==> src/rtl/game_pkg.sv <==
// Shared game types and screen geometry for the per-frame pong blocks.
package game_pkg;

    typedef enum logic [2:0] {
        IDLE   = 3'd0,
        SERVE  = 3'd1,
        PLAY   = 3'd2,
        SCORED = 3'd3,
        OVER   = 3'd4
    } gameState_e;

    localparam int VIDEO_WIDTH   = 640;
    localparam int VIDEO_HEIGHT  = 480;
    localparam int SQUARE_DIM    = 50;
    localparam int BALL_HOME_X   = 270;
    localparam int LEFT_GOAL_X   = 160;
    localparam int RIGHT_GOAL_X  = 430;
    localparam int SPRITE_DIGITS = 36;

endpackage

==> src/rtl/pong_game_controller_if.sv <==
// Frame timing / processor inputs and compositor-facing outputs of the game sequencer.
interface pong_game_controller_if;

    logic       screenEnd;
    logic       startGame;
    logic       player;
    logic [7:0] moveSpeed;
    logic [9:0] ballX;
    logic [7:0] leftScore;
    logic [7:0] rightScore;
    logic       showStartScreen;
    logic       gameOver;
    logic       pointPulse;

    modport master (
        output screenEnd, startGame, player, moveSpeed,
        input  ballX, leftScore, rightScore, showStartScreen, gameOver, pointPulse
    );

    modport slave (
        input  screenEnd, startGame, player, moveSpeed,
        output ballX, leftScore, rightScore, showStartScreen, gameOver, pointPulse
    );

endinterface

==> src/rtl/frame_tick_detect.sv <==
// Rising-edge detector on the frame-boundary level: one clk of tick per pulse.
// Combinational tick in the first cycle screenEnd is seen high; history cleared on reset.
module frame_tick_detect (
    input  logic clk,
    input  logic reset,
    input  logic screenEnd,
    output logic tick
);

    logic screenEndQ;

    always_ff @(posedge clk) begin
        if (reset) begin
            screenEndQ <= 1'b0;
        end else begin
            screenEndQ <= screenEnd;
        end
    end

    assign tick = screenEnd & ~screenEndQ;

endmodule

==> src/rtl/pong_game_controller.sv <==
// Frame-rate pong sequencer: ball X, scores and idle/serve/play/score/over flow.
// Acts on the clk edge of each frame tick; all outputs registered, visible next cycle.
module pong_game_controller #(
    parameter int BALL_HOME_X  = game_pkg::BALL_HOME_X,
    parameter int LEFT_GOAL_X  = game_pkg::LEFT_GOAL_X,
    parameter int RIGHT_GOAL_X = game_pkg::RIGHT_GOAL_X,
    parameter int SPEED_SHIFT  = 5,
    parameter int SERVE_FRAMES = 60,
    parameter int WIN_SCORE    = 11
) (
    input  logic                   clk,
    input  logic                   reset,
    pong_game_controller_if.slave  gameIf
);

    import game_pkg::*;

    localparam logic [2:0] S_IDLE   = IDLE;
    localparam logic [2:0] S_SERVE  = SERVE;
    localparam logic [2:0] S_PLAY   = PLAY;
    localparam logic [2:0] S_SCORED = SCORED;
    localparam logic [2:0] S_OVER   = OVER;

    localparam int                 CNT_W      = $clog2(SERVE_FRAMES + 1);
    localparam logic [9:0]         HOME_X     = 10'(BALL_HOME_X);
    localparam logic signed [10:0] LEFT_LIM   = 11'(LEFT_GOAL_X);
    localparam logic signed [10:0] RIGHT_LIM  = 11'(RIGHT_GOAL_X);
    localparam logic [7:0]         WIN        = 8'(WIN_SCORE);
    localparam logic [CNT_W-1:0]   SERVE_LAST = CNT_W'(SERVE_FRAMES - 1);

    logic tick;

    frame_tick_detect uTick (
        .clk       (clk),
        .reset     (reset),
        .screenEnd (gameIf.screenEnd),
        .tick      (tick)
    );

    logic [2:0]       state, nextState;
    logic [CNT_W-1:0] serveCnt, serveCntNext;
    logic [9:0]       ballXReg, ballXNext;
    logic [7:0]       leftReg, leftNext;
    logic [7:0]       rightReg, rightNext;
    logic             pointReg, pointNext;
    logic             showReg, overReg;
    logic             frameGo;
    logic [7:0]       delta;
    logic signed [10:0] ballStep;

    assign frameGo = tick & gameIf.startGame;
    assign delta   = gameIf.moveSpeed >> SPEED_SHIFT;

    // 11-bit signed so a step past zero reads as negative, i.e. beyond the left goal.
    assign ballStep = gameIf.player ? ($signed({1'b0, ballXReg}) - $signed({3'b000, delta}))
                                    : ($signed({1'b0, ballXReg}) + $signed({3'b000, delta}));

    always_comb begin
        nextState    = state;
        serveCntNext = serveCnt;
        ballXNext    = ballXReg;
        leftNext     = leftReg;
        rightNext    = rightReg;
        pointNext    = 1'b0;
        case (state)
            S_IDLE: begin
                ballXNext = HOME_X;
                if (frameGo) begin
                    leftNext     = '0;
                    rightNext    = '0;
                    serveCntNext = '0;
                    nextState    = S_SERVE;
                end
            end
            S_SERVE: begin
                ballXNext = HOME_X;
                if (frameGo) begin
                    serveCntNext = serveCnt + CNT_W'(1);
                    if (serveCnt == SERVE_LAST) begin
                        nextState = S_PLAY;
                    end
                end
            end
            S_PLAY: begin
                if (frameGo && (delta != 8'd0)) begin
                    if (ballStep < LEFT_LIM) begin
                        if (rightReg < WIN) rightNext = rightReg + 8'd1;
                        ballXNext = HOME_X;
                        pointNext = 1'b1;
                        nextState = S_SCORED;
                    end else if (ballStep > RIGHT_LIM) begin
                        if (leftReg < WIN) leftNext = leftReg + 8'd1;
                        ballXNext = HOME_X;
                        pointNext = 1'b1;
                        nextState = S_SCORED;
                    end else begin
                        ballXNext = ballStep[9:0];
                    end
                end
            end
            S_SCORED: begin
                ballXNext = HOME_X;
                if ((leftReg == WIN) || (rightReg == WIN)) begin
                    nextState = S_OVER;
                end else begin
                    serveCntNext = '0;
                    nextState    = S_SERVE;
                end
            end
            S_OVER: begin
                ballXNext = HOME_X;
                if (tick && !gameIf.startGame) begin
                    nextState = S_IDLE;
                end
            end
            default: begin
                ballXNext = HOME_X;
                nextState = S_IDLE;
            end
        endcase
    end

    always_ff @(posedge clk) begin
        if (reset) begin
            state    <= S_IDLE;
            serveCnt <= '0;
            ballXReg <= HOME_X;
            leftReg  <= '0;
            rightReg <= '0;
            pointReg <= 1'b0;
            showReg  <= 1'b1;
            overReg  <= 1'b0;
        end else begin
            state    <= nextState;
            serveCnt <= serveCntNext;
            ballXReg <= ballXNext;
            leftReg  <= leftNext;
            rightReg <= rightNext;
            pointReg <= pointNext;
            showReg  <= (nextState == S_IDLE);
            overReg  <= (nextState == S_OVER);
        end
    end

    assign gameIf.ballX           = ballXReg;
    assign gameIf.leftScore       = leftReg;
    assign gameIf.rightScore      = rightReg;
    assign gameIf.pointPulse      = pointReg;
    assign gameIf.showStartScreen = showReg;
    assign gameIf.gameOver        = overReg;

endmodule

==> src/flat_wrapper.sv <==
// flat-port wrapper written by rule: the top's interface ports become plain ports
module pong_game_controller_flat import game_pkg::*;
#(
    parameter int BALL_HOME_X  = game_pkg::BALL_HOME_X,
    parameter int LEFT_GOAL_X  = game_pkg::LEFT_GOAL_X,
    parameter int RIGHT_GOAL_X = game_pkg::RIGHT_GOAL_X,
    parameter int SPEED_SHIFT  = 5,
    parameter int SERVE_FRAMES = 60,
    parameter int WIN_SCORE    = 11
)
  (clk, reset, gameIf_screenEnd, gameIf_startGame, gameIf_player, gameIf_moveSpeed, gameIf_ballX, gameIf_leftScore, gameIf_rightScore, gameIf_showStartScreen, gameIf_gameOver, gameIf_pointPulse);
  pong_game_controller_if gameIf_i ();
  input  logic clk;
  input  logic reset;
  input wire logic [$bits(gameIf_i.screenEnd)-1:0] gameIf_screenEnd;
  input wire logic [$bits(gameIf_i.startGame)-1:0] gameIf_startGame;
  input wire logic [$bits(gameIf_i.player)-1:0] gameIf_player;
  input wire logic [$bits(gameIf_i.moveSpeed)-1:0] gameIf_moveSpeed;
  output wire logic [$bits(gameIf_i.ballX)-1:0] gameIf_ballX;
  output wire logic [$bits(gameIf_i.leftScore)-1:0] gameIf_leftScore;
  output wire logic [$bits(gameIf_i.rightScore)-1:0] gameIf_rightScore;
  output wire logic [$bits(gameIf_i.showStartScreen)-1:0] gameIf_showStartScreen;
  output wire logic [$bits(gameIf_i.gameOver)-1:0] gameIf_gameOver;
  output wire logic [$bits(gameIf_i.pointPulse)-1:0] gameIf_pointPulse;
  assign gameIf_i.screenEnd = gameIf_screenEnd;
  assign gameIf_i.startGame = gameIf_startGame;
  assign gameIf_i.player = gameIf_player;
  assign gameIf_i.moveSpeed = gameIf_moveSpeed;
  assign gameIf_ballX = gameIf_i.ballX;
  assign gameIf_leftScore = gameIf_i.leftScore;
  assign gameIf_rightScore = gameIf_i.rightScore;
  assign gameIf_showStartScreen = gameIf_i.showStartScreen;
  assign gameIf_gameOver = gameIf_i.gameOver;
  assign gameIf_pointPulse = gameIf_i.pointPulse;
  pong_game_controller #(.BALL_HOME_X(BALL_HOME_X), .LEFT_GOAL_X(LEFT_GOAL_X), .RIGHT_GOAL_X(RIGHT_GOAL_X), .SPEED_SHIFT(SPEED_SHIFT), .SERVE_FRAMES(SERVE_FRAMES), .WIN_SCORE(WIN_SCORE)) u_core (.clk(clk), .reset(reset), .gameIf(gameIf_i));
endmodule
==> config.mk <==
export PLATFORM = sky130hd
export DESIGN_NAME = pong_game_controller_flat
export DESIGN_NICKNAME = d
export VERILOG_FILES = /design/src/rtl/game_pkg.sv /design/src/rtl/pong_game_controller_if.sv /design/src/rtl/frame_tick_detect.sv /design/src/rtl/pong_game_controller.sv /design/src/flat_wrapper.sv
export SDC_FILE = /design/constraint.sdc
export NUM_CORES = 1
export LEC_CHECK = 0
export CAP_MARGIN = 20
export CORE_MARGIN = 2
export CORE_UTILIZATION = 49
export DETAILED_ROUTE_END_ITERATION = 12
export GPL_ROUTABILITY_DRIVEN = 0
export PLACE_DENSITY = 0.86
export SKIP_CTS_REPAIR_TIMING = 1
export SLEW_MARGIN = 5
export SYNTH_ARGS = -nofsm -noshare
export SYNTH_HDL_FRONTEND = slang
export SYNTH_HIERARCHICAL = 1
export SYNTH_SLANG_ARGS = --single-unit
==> constraint.sdc <==
create_clock -name clk -period 3.64 [get_ports clk]
set_input_delay 0.546 -clock clk [delete_from_list [all_inputs] [get_ports clk]]
set_output_delay 0.546 -clock clk [all_outputs]
set_load 0.03 [all_outputs]
==> results.ini, run 1 <==
[outcome]
outcome=complete, no violations

[pwr]
p_switching_w=0.000255
internal-power_w=0.000656
comb_power_share=0.206
seq_power_share=0.477
ir_drop_mv=0.227
powerDensity_nw_per_um2=305
swShare=0.280
power_frac_clock=0.317
p_leak_nw=1.21

[logic_synthesis]
synth_cell_types=55
yosys_warnings=6
yosys.area.top_type=dfxtp_1
syn_avg_cell_area_sq_um=8.68
synthCells=263
async_reset_ff_frac=0
synth_compound_area_frac=0.218
yosys-top-cells-area=dfxtp_1 34%, ha_1 8.2%, nor2_1 4.1%, and2_1 3.6%, o21ai_0 3.5%
synth-seq-cells=39
synth.area.mux_share=0.0230
syn_area_sq_um=2280
syn_nets=292
ys_seq_area_frac=0.342
yosysTopAreaCellShare=0.342
synth-edff-count=0
synth_fa_ha_area_frac=0.0910
synth_xor_area_frac=0.0345
synth_top_family_by_area=simple AND/OR/NAND/NOR gates
synthSimpleGateAreaFrac=0.264
ys.flop_type=dfxtp_1

[layout]
drive_above_1_share=0.172
fin_util=0.676
layout.cells.non_filler=378
finalInstanceArea_sq_um=2990
final_net_count=354
antenna_cells=0
syn_to_final_growth_pct=30.8

[floorplan]
die_w_um=72.2
core_area_sq_um=4410
rows=24
start_util=0.517
fp.dieH_um=72.2
die_area_sq_um=5220
io_pins=42

[route]
first_pass_iters=4
drt_iter0_drc=135
vias=2194
wl_per_cell_um=14.4
vias_per_cell=5.80
routed_wl_um=5450
antenna_left=0
drc=0

[global_route]
grt_pass1_wl_um=9190
grt_pass1_vias=2092
antenna_found_initial=0
grt_overflow=0
grt_max_degree=15
globalRouteTotalUtil=0.222

[cts]
cts_max_level=2
clk_pin_slew_ns=0.08
clk_latency_ns=0.29
cts-root-buf=clkbuf_8
numCtsBuffers=5
cts_sinks=39
cts_buffer_depth=2
tritoncts=done

[worst_setup_path]
endpoint_kind=flop
crit_slowest_cell=clkdlybuf4s50_1
max_stage_delay_ns=0.47
worstPathCellList=clkdlybuf4s50_1, inv_1, ha_1, ha_1, or2_1, ha_1, a211oi_1, nor2_1, or3_1, o22ai_2, and2_1, o221a_4, and3_4, a22oi_1
worstPathMaxFanout=6
cp_common_cell=ha_1
start_kind=input pin
worst-path-buf-inv=2
reg2regPathDepth=11
path_class=in -> reg
crit_required_ns=3.78
crit_family=simple AND/OR/NAND/NOR gates
rr_endpoint=u_core/gameIf.ballX[4]$_SDFFE_PP0P_
reg2reg_from=u_core/gameIf.ballX[0]$_SDFFE_PP0P_
cp.arrival_ns=3.67
reg2reg_slack_ns=0.92

[timing]
worst_slack_ns=0.114
period_minus_slack_ns=3.53
fmaxAchievable_mhz=284
clock_skew_ns=0.00301
setup_viol_count_final=0
worst_pin_slew_ns=0.856
finalHoldViolCount=0
rsz0062_at_grt=no
post-route-period-util=0.969
maxSlewHeadroom=0.425
slew_viol_final=0

[placed_design]
post_dp_cell_area_sq_um=2860
dp_hpwl_um=4010
portBuffers=36
dp.cells=369
dp_worst_setup_slack_ns=-0.194

[worst_hold_path]
min_from=u_core/serveCnt[5]$_SDFFE_PP0P_
hold_path.class=reg -> reg
hold_depth=2
worstHoldEndpoint=u_core/serveCnt[5]$_SDFFE_PP0P_

[flow_run]
maxCapViolations=0

==> cells in the final DEF (no fill, tap or decap), types with 3 or more instances in the layout <==
cell type	n
xor2_1	6
o22ai_1	5
buf_4	25
ha_1	15
and2_1	13
a22o_1	4
nor2b_1	7
nand2_1	17
nor3_1	8
nand3_1	4
a31o_2	4
mux2i_1	3
clkdlybuf4s50_1	36
clkbuf_8	5
a21oi_1	13
inv_1	9
a21o_1	3
nand2b_1	5
or3_1	3
nor4_1	3
o21ai_0	15
nand3b_1	3
nand4_1	7
dfxtp_1	39
a21oi_2	3
nor2_1	25
==> worst min-delay path, stage by stage (launching register included) <==
cell and delay (ns):
dfxtp_1 0.32, o21ai_0 0.07, a21oi_1 0.06
==> synth_stat cells (all sizes together), types with 2 or more instances <==
cell type / n
a211oi: 4
a21o: 3
a21oi: 16
a22o: 4
a31o: 4
a32oi: 2
and2: 14
and3: 3
clkbuf: 5
dfxtp: 39
ha: 15
inv: 9
mux2: 2
mux2i: 3
nand2: 17
nand2b: 6
nand3: 4
nand3b: 3
nand4: 7
nor2: 25
nor2b: 9
nor3: 8
nor4: 4
nor4b: 2
o211ai: 2
o21a: 2
o21ai: 16
o22ai: 6
or2: 3
or3: 3
xnor2: 3
xor2: 6
==> logic make-up after synthesis <==
kind of cell | Yosys count
and+or+nand+nor | 109
AOI/OAI and AO/OA | 70
DFF | 39
adders and majority gates | 16
buffers and inverters | 15
xor gates and xnor gates | 9
muxes | 5
==> flip-flops by register name, indices dropped and copies added, names as in the netlist <==
name                           flops
u_core/gameIf.showStartScreen      1
u_core/gameIf.ballX               10
u_core/serveCnt                    6
u_core/uTick/screenEndQ            1
u_core/gameIf.gameOver             1
u_core/gameIf.rightScore           8
u_core/gameIf.pointPulse           1
u_core/gameIf.leftScore            8
u_core/state                       3
==> metal layers <==
layer / track usage / share of wire / wire length, um
met1: 0.274 / 0.45 / 2470
met2: 0.379 / 0.48 / 2630
met4: 0.0839 / 0.022 / 122
met3: 0.0486 / 0.041 / 225
met5: 0 / 0 / 0
==> through the flow <==
step	hold slack [ns]	total power, W	TNS [ns]
final	0.488	0.000911	0
after global routing	0.506	0.000961	0
after CTS	0.489	0.000907	0
after detailed placement	0.476	0.000620	-2.39
after global placement	0.467	0.000614	-1.51
after floorplan	0.453	0.000554	0
==> power by group through the flow <==
stage / sequential, W / clock [W] / combinational [W]
after floorplan: 0.000446 / 0 / 0.000108
after global placement: 0.000445 / 0 / 0.000169
after detailed placement: 0.000445 / 0 / 0.000176
after CTS: 0.000435 / 0.000295 / 0.000177
after global routing: 0.000436 / 0.000321 / 0.000204
final: 0.000435 / 0.000289 / 0.000187
==> worst max path at each step <==
stage / start / endpoint / slack [ns] / cells past startpoint
finish: gameIf_moveSpeed[5] / u_core/gameIf.ballX[1]$_SDFFE_PP1P_ / 0.11 / 14
global route: gameIf_moveSpeed[5] / u_core/gameIf.ballX[1]$_SDFFE_PP1P_ / 0.001 / 14
detailed placement: gameIf_moveSpeed[5] / u_core/gameIf.ballX[4]$_SDFFE_PP0P_ / -0.19 / 13
floorplan: gameIf_moveSpeed[5] / u_core/gameIf.ballX[4]$_SDFFE_PP0P_ / 0.37 / 13
global placement: gameIf_moveSpeed[5] / u_core/gameIf.ballX[4]$_SDFFE_PP0P_ / -0.15 / 13
CTS: gameIf_moveSpeed[5] / u_core/gameIf.leftScore[0]$_SDFFE_PP0P_ / 0.11 / 12
==> area by class of cell <==
class / instances / area, sq um
Clock buffer: 6 / 72.6
Clock inverter: 2 / 12.5
Fill cell: 352 / 1430
Inverter: 9 / 33.8
Multi-Input combinational cell: 209 / 1470
Sequential cell: 39 / 781
Tap cell: 52 / 65.1
Timing Repair Buffer: 61 / 548
Power figures use the tool's default switching activity.
==> inputs of run 2 (changes only) <==
- CAP_MARGIN: 20 -> 5
- CORE_ASPECT_RATIO: default -> 0.9
==> results.ini, run 2 (synthesis gave the netlist of run 1 again) <==
[outcome]
outcome=complete, no violations

[cts]
numCtsBuffers=5
cts_max_level=2
cts_buffer_depth=2
clk_latency_ns=0.30
clk_pin_slew_ns=0.07
cts_sinks=39
cts-root-buf=clkbuf_8
tritoncts=done

[route]
vias_per_cell=5.75
routed_wl_um=5920
wl_per_cell_um=15.3
first_pass_iters=5
antenna_left=0
drt_iter0_drc=164
drc=0
vias=2224

[global_route]
grt_overflow=0
antenna_found_initial=0
grt_max_degree=16
grt_pass1_vias=2070
grt_pass1_wl_um=9290
globalRouteTotalUtil=0.224

[worst_setup_path]
path_class=in -> reg
worstPathMaxFanout=5
start_kind=input pin
crit_required_ns=3.83
endpoint_kind=flop
cp.arrival_ns=3.73

[layout]
syn_to_final_growth_pct=32.1
multi_input_area_sq_um=1500
layout_common_cells=39 x dfxtp_1, 35 x clkdlybuf4s50_1, 25 x nor2_1
final_common_cell=dfxtp_1
regArea_sq_um=781
drive_above_1_share=0.182
fillerInstances=352
antenna_cells=0
final_net_count=353
layout.cells.non_filler=387
largest_reg_flops=10

[timing]
slew_viol_final=0
worst_slack_ns=0.0973
clock_skew_ns=0.00793
fmaxAchievable_mhz=282
worst_pin_slew_ns=0.890
setup_viol_count_final=0
maxSlewHeadroom=0.402
finalHoldViolCount=0
post-route-period-util=0.973
whs_ns=0.484
period_minus_slack_ns=3.54

[pwr]
powerDensity_nw_per_um2=306
total_power_w=0.000923
p_leak_nw=1.22
ir_drop_mv=0.163

[placed_design]
portBuffers=36
dp_hpwl_um=4160
dp.cells=378
dp_worst_setup_slack_ns=-0.227

[floorplan]
fp.dieH_um=68.7
core_area_sq_um=4460
rows=23
start_util=0.512
io_pins=42
die_w_um=75.9
die_area_sq_um=5220

[worst_hold_path]
hold_path.class=reg -> reg

[flow_run]
maxCapViolations=0

## run 2: where the power goes
part / total [W] / leakage [nW] / internal (W) / switching [W]
Combinational: 0.000194 / 0.863 / 0.0000952 / 0.0000988
Sequential: 0.000435 / 0.315 / 0.000430 / 0.00000448
Clock: 0.000294 / 0.0412 / 0.000134 / 0.000160
Total: 0.000923 / 1.22 / 0.000659 / 0.000263
## run 2: layout make-up
class,instances,share of cell area
Sequential cell,39,0.259
Tap cell,62,0.0257
Timing Repair Buffer,60,0.180
Multi-Input combinational cell,209,0.496
Clock inverter,2,0.00415
Clock buffer,6,0.0241
Inverter,9,0.0112
## run 2: through the flow
| stage | utilization | setup TNS, ns | cell area, sq um |
|---|---|---|---|
| 2_1_floorplan | - | 0 | 2280 |
| 3_3_place_gp | 0.642 | -1.56 | 2860 |
| 3_5_place_dp | 0.642 | -2.79 | 2860 |
| 4_1_cts | 0.661 | 0 | 2950 |
| 5_1_grt | 0.676 | -0.183 | 3020 |
| 6_report | 0.676 | 0 | 3020 |
## run 2: per-layer routing
metal,vias to the layer above,wire (um),share of wire,GRT usage
li1,1082,-,-,-
met1,1017,2550,0.43,0.277
met2,107,2800,0.47,0.391
met3,18,432,0.073,0.0469
met4,0,150,0.025,0.0932
met5,-,0,0,0
## run 2: final timing paths
check	from	end	slack [ns]	depth (start not counted)
setup reg to reg	u_core/gameIf.ballX[0]$_SDFFE_PP0P_	u_core/gameIf.ballX[7]$_SDFFE_PP0P_	0.89	11
hold / removal	u_core/serveCnt[5]$_SDFFE_PP0P_	u_core/serveCnt[5]$_SDFFE_PP0P_	0.48	2
setup / recovery	gameIf_moveSpeed[6]	u_core/gameIf.leftScore[0]$_SDFFE_PP0P_	0.1	15
hold reg to reg	u_core/serveCnt[5]$_SDFFE_PP0P_	u_core/serveCnt[5]$_SDFFE_PP0P_	0.48	2
## run 2: critical path, cell delays in order
cell and delay (ns):
clkdlybuf4s50_1 0.50, inv_1 0.08, ha_1 0.18, ha_1 0.20, or2_4 0.29, ha_1 0.31
buf_4 0.14, o21ai_0 0.08, nor2_1 0.10, o2bb2ai_1 0.09, xnor2_1 0.38, nand2_1 0.16
o21ai_1 0.26, a21oi_2 0.11, mux2_2 0.30
==> inputs of run 3 (changes only) <==
- CAP_MARGIN: 5 -> default
- SKIP_CTS_REPAIR_TIMING: 1 -> default
==> results of run 3 <==
Final layout, timing and power as in run 2 (identical DEF).
